## src/rtl/uart_pkg.sv

```systemverilog
// Shared definitions for the UART receive path.
//   rx_state_t  : receiver FSM state encoding
//   OS_DEFAULT  : default oversampling ratio (ticks per bit)
//   s_cnt_w()   : width of the oversampling tick counter
package uart_pkg;

  typedef enum logic [2:0] {
    IDLE,
    START,
    DATA,
    PARITY,
    STOP,
    BREAK
  } rx_state_t;

  localparam int unsigned OS_DEFAULT = 16;

  // Tick counter must reach both OS-1 (data bits) and SB_TICK-1 (stop bit).
  function automatic int unsigned s_cnt_w(input int unsigned os, input int unsigned sb_tick);
    return (os > sb_tick) ? $clog2(os) : $clog2(sb_tick);
  endfunction

endpackage

```

## src/rtl/sync_2ff.sv

```systemverilog
// Two-flop synchroniser for a single asynchronous input.
//   clk     : destination clock
//   rst     : asynchronous active-high reset, loads RST_VAL into both flops
//   d       : asynchronous input
//   q       : synchronised output (2 clk latency)
// Parameter RST_VAL selects the reset/idle level of the line.
module sync_2ff #(
  parameter bit RST_VAL = 1'b1
) (
  input  logic clk,
  input  logic rst,
  input  logic d,
  output logic q
);

  logic meta;

  always_ff @(posedge clk or posedge rst) begin
    if (rst) begin
      meta <= RST_VAL;
      q    <= RST_VAL;
    end else begin
      meta <= d;
      q    <= meta;
    end
  end

endmodule

```

## src/rtl/uart_rx.sv

```systemverilog
// UART receiver driven by an OS x baud tick from the baud generator.
// Synchronises rx, finds the start bit by mid-bit sampling, shifts in
// LSB-first data, checks the stop bit and presents each good word through
// a valid/ready handshake.
//   clk        : system clock
//   rst        : asynchronous active-high reset
//   tick       : one-cycle pulse at OS x baud rate
//   rx         : asynchronous serial input, idle high
//   rx_data    : received word, stable while rx_valid=1
//   rx_valid   : word available, held until rx_valid & rx_ready
//   rx_ready   : consumer accepts rx_data
//   frame_err  : one-cycle pulse, stop bit sampled low
//   overrun    : one-cycle pulse, good frame arrived while previous word unconsumed
//   busy       : FSM not in IDLE
//   parity_err : (UART_RX_PARITY_EN only) one-cycle pulse, parity mismatch
// Optional feature macro: UART_RX_PARITY_EN (adds PARITY_ODD, parity_err,
// and a parity bit between data and stop).
module uart_rx
  import uart_pkg::*;
#(
  parameter int unsigned DBIT    = 8,
  parameter int unsigned SB_TICK = 16,
  parameter int unsigned OS      = OS_DEFAULT
`ifdef UART_RX_PARITY_EN
  ,
  parameter bit          PARITY_ODD = 1'b0
`endif
) (
  input  logic            clk,
  input  logic            rst,
  input  logic            tick,
  input  logic            rx,
  output logic [DBIT-1:0] rx_data,
  output logic            rx_valid,
  input  logic            rx_ready,
  output logic            frame_err,
  output logic            overrun,
  output logic            busy
`ifdef UART_RX_PARITY_EN
  ,
  output logic            parity_err
`endif
);

  localparam int unsigned SW = s_cnt_w(OS, SB_TICK);
  localparam int unsigned NW = $clog2(DBIT + 1);

  localparam logic [SW-1:0] S_HALF = SW'(OS / 2 - 1);
  localparam logic [SW-1:0] S_BIT  = SW'(OS - 1);
  localparam logic [SW-1:0] S_STOP = SW'(SB_TICK - 1);
  localparam logic [NW-1:0] N_LAST = NW'(DBIT - 1);

  logic rx_s;

  rx_state_t       state_q, state_n;
  logic [SW-1:0]   s_q, s_n;
  logic [NW-1:0]   n_q, n_n;
  logic [DBIT-1:0] b_q, b_n;
  logic            done;
  logic            ferr;
`ifdef UART_RX_PARITY_EN
  logic            par_q, par_n;
  logic            perr;
`endif

  sync_2ff #(
    .RST_VAL(1'b1)
  ) u_sync_rx (
    .clk(clk),
    .rst(rst),
    .d  (rx),
    .q  (rx_s)
  );

  always_ff @(posedge clk or posedge rst) begin
    if (rst) begin
      state_q <= IDLE;
      s_q     <= '0;
      n_q     <= '0;
      b_q     <= '0;
`ifdef UART_RX_PARITY_EN
      par_q   <= 1'b0;
`endif
    end else begin
      state_q <= state_n;
      s_q     <= s_n;
      n_q     <= n_n;
      b_q     <= b_n;
`ifdef UART_RX_PARITY_EN
      par_q   <= par_n;
`endif
    end
  end

  always_comb begin
    state_n = state_q;
    s_n     = s_q;
    n_n     = n_q;
    b_n     = b_q;
    done    = 1'b0;
    ferr    = 1'b0;
`ifdef UART_RX_PARITY_EN
    par_n   = par_q;
    perr    = 1'b0;
`endif
    case (state_q)
      IDLE: begin
        // Level-based start detection; does not wait for a tick.
        if (!rx_s) begin
          state_n = START;
          s_n     = '0;
        end
      end
      START: begin
        if (tick) begin
          if (s_q == S_HALF) begin
            if (!rx_s) begin
              state_n = DATA;
              s_n     = '0;
              n_n     = '0;
            end else begin
              state_n = IDLE;
            end
          end else begin
            s_n = s_q + SW'(1);
          end
        end
      end
      DATA: begin
        if (tick) begin
          if (s_q == S_BIT) begin
            s_n = '0;
            b_n = {rx_s, b_q[DBIT-1:1]};
            if (n_q == N_LAST) begin
`ifdef UART_RX_PARITY_EN
              state_n = PARITY;
`else
              state_n = STOP;
`endif
            end else begin
              n_n = n_q + NW'(1);
            end
          end else begin
            s_n = s_q + SW'(1);
          end
        end
      end
`ifdef UART_RX_PARITY_EN
      PARITY: begin
        if (tick) begin
          if (s_q == S_BIT) begin
            par_n   = rx_s;
            s_n     = '0;
            state_n = STOP;
          end else begin
            s_n = s_q + SW'(1);
          end
        end
      end
`endif
      STOP: begin
        if (tick) begin
          if (s_q == S_STOP) begin
            if (rx_s) begin
              state_n = IDLE;
`ifdef UART_RX_PARITY_EN
              // Framing is checked first, so parity_err never accompanies frame_err.
              if (par_q != ((^b_q) ^ PARITY_ODD)) begin
                perr = 1'b1;
              end else begin
                done = 1'b1;
              end
`else
              done = 1'b1;
`endif
            end else begin
              ferr    = 1'b1;
              state_n = BREAK;
            end
          end else begin
            s_n = s_q + SW'(1);
          end
        end
      end
      BREAK: begin
        // Hold here while the line stays low so a break cannot retrigger START.
        if (rx_s) begin
          state_n = IDLE;
        end
      end
      default: begin
        state_n = IDLE;
      end
    endcase
  end

  // Output buffer: a completing frame may replace a word consumed in the same cycle.
  always_ff @(posedge clk or posedge rst) begin
    if (rst) begin
      rx_data    <= '0;
      rx_valid   <= 1'b0;
      frame_err  <= 1'b0;
      overrun    <= 1'b0;
`ifdef UART_RX_PARITY_EN
      parity_err <= 1'b0;
`endif
    end else begin
      frame_err  <= ferr;
      overrun    <= 1'b0;
`ifdef UART_RX_PARITY_EN
      parity_err <= perr;
`endif
      if (done) begin
        if (!rx_valid || rx_ready) begin
          rx_data  <= b_q;
          rx_valid <= 1'b1;
        end else begin
          overrun <= 1'b1;
        end
      end else if (rx_valid && rx_ready) begin
        rx_valid <= 1'b0;
      end
    end
  end

  assign busy = (state_q != IDLE);

endmodule
```

## config.mk

```make
export PLATFORM = sky130hd
export DESIGN_NAME = uart_rx
export DESIGN_NICKNAME = d
export VERILOG_FILES = /design/src/rtl/uart_pkg.sv /design/src/rtl/sync_2ff.sv /design/src/rtl/uart_rx.sv
export SDC_FILE = /design/constraint.sdc
export NUM_CORES = 1
export LEC_CHECK = 0
export ABC_AREA = 0
export CORE_MARGIN = 2
export CORE_UTILIZATION = 55
export DETAILED_ROUTE_END_ITERATION = 10
export GPL_TIMING_DRIVEN = 0
export PLACE_DENSITY = 0.89
export SLEW_MARGIN = 20
export SYNTH_ARGS = -nofsm -noshare
export SYNTH_HDL_FRONTEND = slang
export SYNTH_SLANG_ARGS = --single-unit
```

## constraint.sdc

```tcl
create_clock -name clk -period 2.3 [get_ports clk]
set_input_delay 0.46 -clock clk [delete_from_list [all_inputs] [get_ports clk]]
set_output_delay 0.46 -clock clk [all_outputs]
set_load 0.03 [all_outputs]
```

# Yosys cells after proc, flatten, opt, wreduce, memory -nomap -nowiden
# Cells that the tools add are included.
[word_totals] mem_bits_ro=0 ff_bits=32 latchBits=0 ramBits=0 elab_cells=86 memories=0
[op_classes] div_mod_pow=0 reduce_logical=14 shifts=0 addsub=2 n_eq_ne=20 multipliers=0 n_lt_le_gt_ge=0 bitwise_logic=0 muxes=40
[op_table] op="two-way mux 4 bit" n=13
[op_table] op="two-way mux 3 bit" n=10
[op_table] op="inequality test 2 bit (second input constant)" n=11
[op_table] op="one-hot mux 4 bit (4 select lines)" n=1
[op_table] op="one-hot mux 3 bit (5 select lines)" n=1
[op_table] op="two-way mux 1 bit" n=13
[op_table] op="AND reduction 9 bit" n=1
[op_table] op="adder 4 x 1 -> 4 bit (second input constant)" n=2
[op_table] op="equality test 4 x 3 -> 1 bit (second input constant)" n=2
[op_table] op="one-hot mux 4 bit (2 select lines)" n=1
[op_table] op="AND reduction 7 bit" n=1
[op_table] op="equality test 3 bit (second input constant)" n=2
[op_table] op="AND reduction 5 bit" n=1
[op_table] op="equality test 4 bit (second input constant)" n=1
[op_table] op="inequality test 2 x 1 -> 1 bit (second input constant)" n=2
[op_table] op="AND reduction 2 bit" n=2
[op_table] op="nonzero test 2 bit" n=2
[op_table] op="nonzero test 4 bit" n=1
[op_table] op="equality test 3 x 1 -> 1 bit (second input constant)" n=1
[op_table] op="equality test 3 x 2 -> 1 bit (second input constant)" n=1
[op_table] op="zero test 3 bit" n=1
[op_table] op="AND reduction 3 bit" n=1
[op_table] op="nonzero test 3 bit" n=1
[op_table] op="two-way mux 2 bit" n=1
[op_table] op="3 further kinds" n=3

# Depth between registers and ports, before layout
[depth] ltp_word=6 mapped_depth=6 ltp_nobuf=6

# Hierarchy
# Synthesis repeated with hierarchy kept, for this count alone.
[hier_totals] cells_unflattened=145 area_unflattened_um2=1630.3
[modules_own_cells] module="uart_rx" n_inst=1 cells_each=142 area_per_inst_um2=1574.0 seq_area_each_um2=750.7
[modules_own_cells] module="sync_2ff" n_inst=1 cells_each=3 area_per_inst_um2=56.3 seq_area_each_um2=52.6

# Least setup slack after synthesis
# Ideal clock, no wire load.
[synth_timing] path_type="reg-to-reg" from="register state_q[2]" to="register b_q[0]" setup_slack_ns=0.455 path_buffers=1 t_arrival_ns=1.721 synth_period_minus_slack_ns=1.845 path_stages_with_launch=5 cell_sequence="dfrtp_1 > or3b_2 > clkbuf_1 > nor2_2 > mux2_2"
[synth_between] elab_chain_cells=2
[synth_rtl] element="start: declaration" line_no="uart_rx.sv:55" rtl="rx_state_t state_q, state_n;"
[synth_rtl] element="start signal: assignment" line_no="uart_rx.sv:85" rtl="state_q <= state_n;"
[synth_rtl] element="equality test 3 x 2 -> 1 bit" line_no="uart_rx.sv:106" rtl="case (state_q)"
[synth_rtl] element="AND reduction 3 bit (no source line)"
[synth_rtl] element="end signal: assignment" line_no="uart_rx.sv:88" rtl="b_q <= b_n;"
[synth_rtl] element="end: declaration" line_no="uart_rx.sv:58" rtl="logic [DBIT-1:0] b_q, b_n;"
# Every way passes these cells.
# A chain may end at the register's enable or synchronous reset.

# Final worst setup path
[layout_timing] from="register state_q[1]" to="output busy"
[layout_between] elab_chain_cells=1
[layout_rtl] element="nonzero test 3 bit" line_no="uart_rx.sv:226" rtl="assign busy = (state_q != IDLE);"
[layout_rtl] element="end: declaration" line_no="uart_rx.sv:38" rtl="output logic busy"
# Every way passes these cells.

==> impl_results.md <==
* Status: completed
* Final setup fails at 0
* Clock Skew at 0.00939 ns
* Fraction of layout cells with a size suffix above 1 at 20.5%
* Final Slew Violations at 0
* Total Nets Final at 167
* First-pass GRT wire length at 5.37 mm
* Total CTS buffers at 5
* CP required at 1.84 ns
* Synth Instances at 137
* Via-per-instance ratio at 5.91
* Leak at 0.840 nW
* CP Launch Type: flop
* Initial antenna violation count at 0
* Final ANT Viol Nets at 0
* Worst-Margin Slew at 0.641 ns
* Post-DR wirelength/cell at 15.8 um
* Setup CP Type: flop to primary output
* Library cells used by synthesis at 34
* Hold/Removal Path Class: flop to flop
* RD Place Congestion at 0.852
* Most frequent cells in the layout: dfrtp_1 (30), mux2_2 (19), clkdlybuf4s50_1 (15), nor2_1 (8)
* Top cells by area, synth: dfrtp_1 (49%), mux2_2 (14%), dfstp_2 (3.4%)
* Seq cells post-synth at 32
* Die H at 56.7 um
* 1st-iter DRT viols at 38
* RSZ-0062 raised after global routing: false
* H-tree depth at 2
* Yosys top cell by area: dfrtp_1
* Hold_buf cts at 0
* Clock latency on the worst-skew pair at 0.33 ns
* Crit Path Max Fanout at 10
* Fin crit period at 2.18 ns
* Area growth syn-to-layout at 17.4%
* Die Wd at 56.7 um
* Vias in the first global route at 1,151
* DR DRC count at 0
* WP data arrival at 1.72 ns
* N_diodes at 0
* Syn_area_per_cell at 11.2 sq um
* Final setup TNS at 0 ns
* Final worst slack at 0.116 ns
* Max Clk Rate at 458 MHz
* YS warnings at 0
* Buffers on Ports at 16
* Core Footprint at 2690 sq um
* Clk sinks at 32
* Hpwl dp at 2.17 mm
* Clock Path Buffers at 2
* Most common cell after layout, fill and taps aside: dfrtp_1
* Max incr delay on CP at 0.41 ns
* Setup WS pre-CTS at -0.0188 ns
* WHS Path Cells at 0
* WL final at 3.03 mm
* CP Cell Sequence: clkbuf_1 > or3_1 > dlygate4sd2_1
* FF-to-FF path depth at 4
* Drt pass-1 iters at 4
* Share of the synthesized area in the top cell type at 49.1%
* TritonCTS clock tree: yes
* Post-Syn Area at 1530 sq um
* Global router's overall resource usage at 21.7%
* FILL cells at 213
* Row cnt at 19
* Largest net degree at the start of global routing at 33
* Vias at 1,135
* Max transition margin at 57.2%
* Post-Syn Nets at 144
* Hold Vio Cnt, Final at 0
* Root buf cell: clkbuf_4
* PwrDens at 896 nW/um^2
* Initial core utilization at 56.9%
* Crit share post-route at 95.0%
* Die area at 3220 sq um
* Critical path endpoint category: primary output
* Maxcap violations at 0
* Num ports at 17
* Grt total ovfl at 0
* Clk slew on worst S/H paths at 0.10 ns
* Max stage delay cell, worst path: dfrtp_1
* Sequential-to-total area share from yosys stat at 52.6%
* Worst VDD drop at 672 uV
[power by group]
part | internal, mW | switching, mW
Clock | 0.180 | 0.186
Sequential | 0.630 | 0.0701
Combinational | 0.238 | 0.303
[through the flow]
step | instance area, sq um | utilization, % | power [mW] | hold WS, ns | cells
floorplan | 1530 | - | 1.12 | 0.345 | 137
global placement | 1730 | 64.3 | 1.21 | 0.347 | 184
detailed placement | 1730 | 64.3 | 1.25 | 0.349 | 184
CTS | 1790 | 66.8 | 1.61 | 0.362 | 192
global route | 1790 | 66.8 | 1.72 | 0.370 | 192
finish | 1790 | 66.8 | 1.61 | 0.361 | 192
[cell families (layout without fill, tap and decap cells)]
group                    Yosys count  after routing  share of synthesized area, %
adder cells (fa/ha/maj)            2              2                          1.64
flip-flops                        32             32                          52.6
AND/OR/NAND/NOR                   46             46                          16.6
XOR/XNOR                           1              1                         0.573
AO/OA/AOI/OAI                     26             26                          11.5
multiplexers                      20             20                          14.7
buffers and inverters             10             34                          2.46
[final timing paths]
kind                       slack, ns               endpoint                     start
max in group asynchronous       1.36     s_q[3]$_DFFE_PP0P_                       rst
min in group asynchronous       0.52     n_q[1]$_DFFE_PP0P_                       rst
min                             0.36  u_sync_rx.q$_DFF_PP1_  u_sync_rx.meta$_DFF_PP1_
max reg2reg                     0.18     b_q[2]$_DFFE_PP0P_    state_q[2]$_DFFE_PP0P_
min reg2reg                     0.36  u_sync_rx.q$_DFF_PP1_  u_sync_rx.meta$_DFF_PP1_
max                             0.12                   busy    state_q[1]$_DFFE_PP0P_
[layout make-up]
type,instances,area (sq um),share of cell area [%]
buffer,6,22.5,1.26
sequential,32,803,44.8
tap,31,38.8,2.16
timing repair buffer,16,159,8.86
inverter,4,15.0,0.837
multi-input combinational,95,687,38.3
clock buffer,8,68.8,3.84
[cell usage after synthesis]
master	n
or3b_1	2
o31ai_1	1
nor3_1	3
nand2_1	7
nor2_2	1
nor2b_1	5
or3_1	2
o22a_1	1
o22ai_1	1
a22o_1	2
inv_1	4
xnor2_1	1
a21o_1	2
mux2_2	19
nor4_1	1
o21ai_0	6
nor3b_1	1
nand3b_1	2
a211o_1	2
o211ai_1	2
o41ai_1	2
clkbuf_1	6
mux2i_1	1
nor2_1	8
nand4_1	1
o21a_1	2
nand3_1	7
ha_1	2
dfrtp_1	30
dfstp_2	2
a21oi_1	5
or3b_2	3
nand2b_1	2
and3_1	1
[worst max-delay path, delay by kind of cell (launching register included)]
family	cells	cell delay, ns
DFF	1	0.41
buffers and inverters	2	0.59
and+or+nand+nor	1	0.40
[layer usage]
metal / wire, um / global-route usage, %
met1: 1290 / 27.5
met2: 1510 / 35.5
met3: 160 / 6.22
met4: 67 / 7.48
met5: 0 / 0
[registers in the layout (all words and copies together) (netlist names)]
signal          flops
state_q             3
rx_valid            1
u_sync_rx.meta      1
s_q                 4
u_sync_rx.q         1
n_q                 4
frame_err           1
overrun             1
rx_data             8
b_q                 8
[what timing repair did]
item | CTS | global route
endpoints found under the hold margin | 0 | 0
endpoints found under the setup margin | 1 | 0
setup buffers | 0 | 0
resized for setup | 1 | 0
Note: power is estimated with default switching activity, not from simulation.
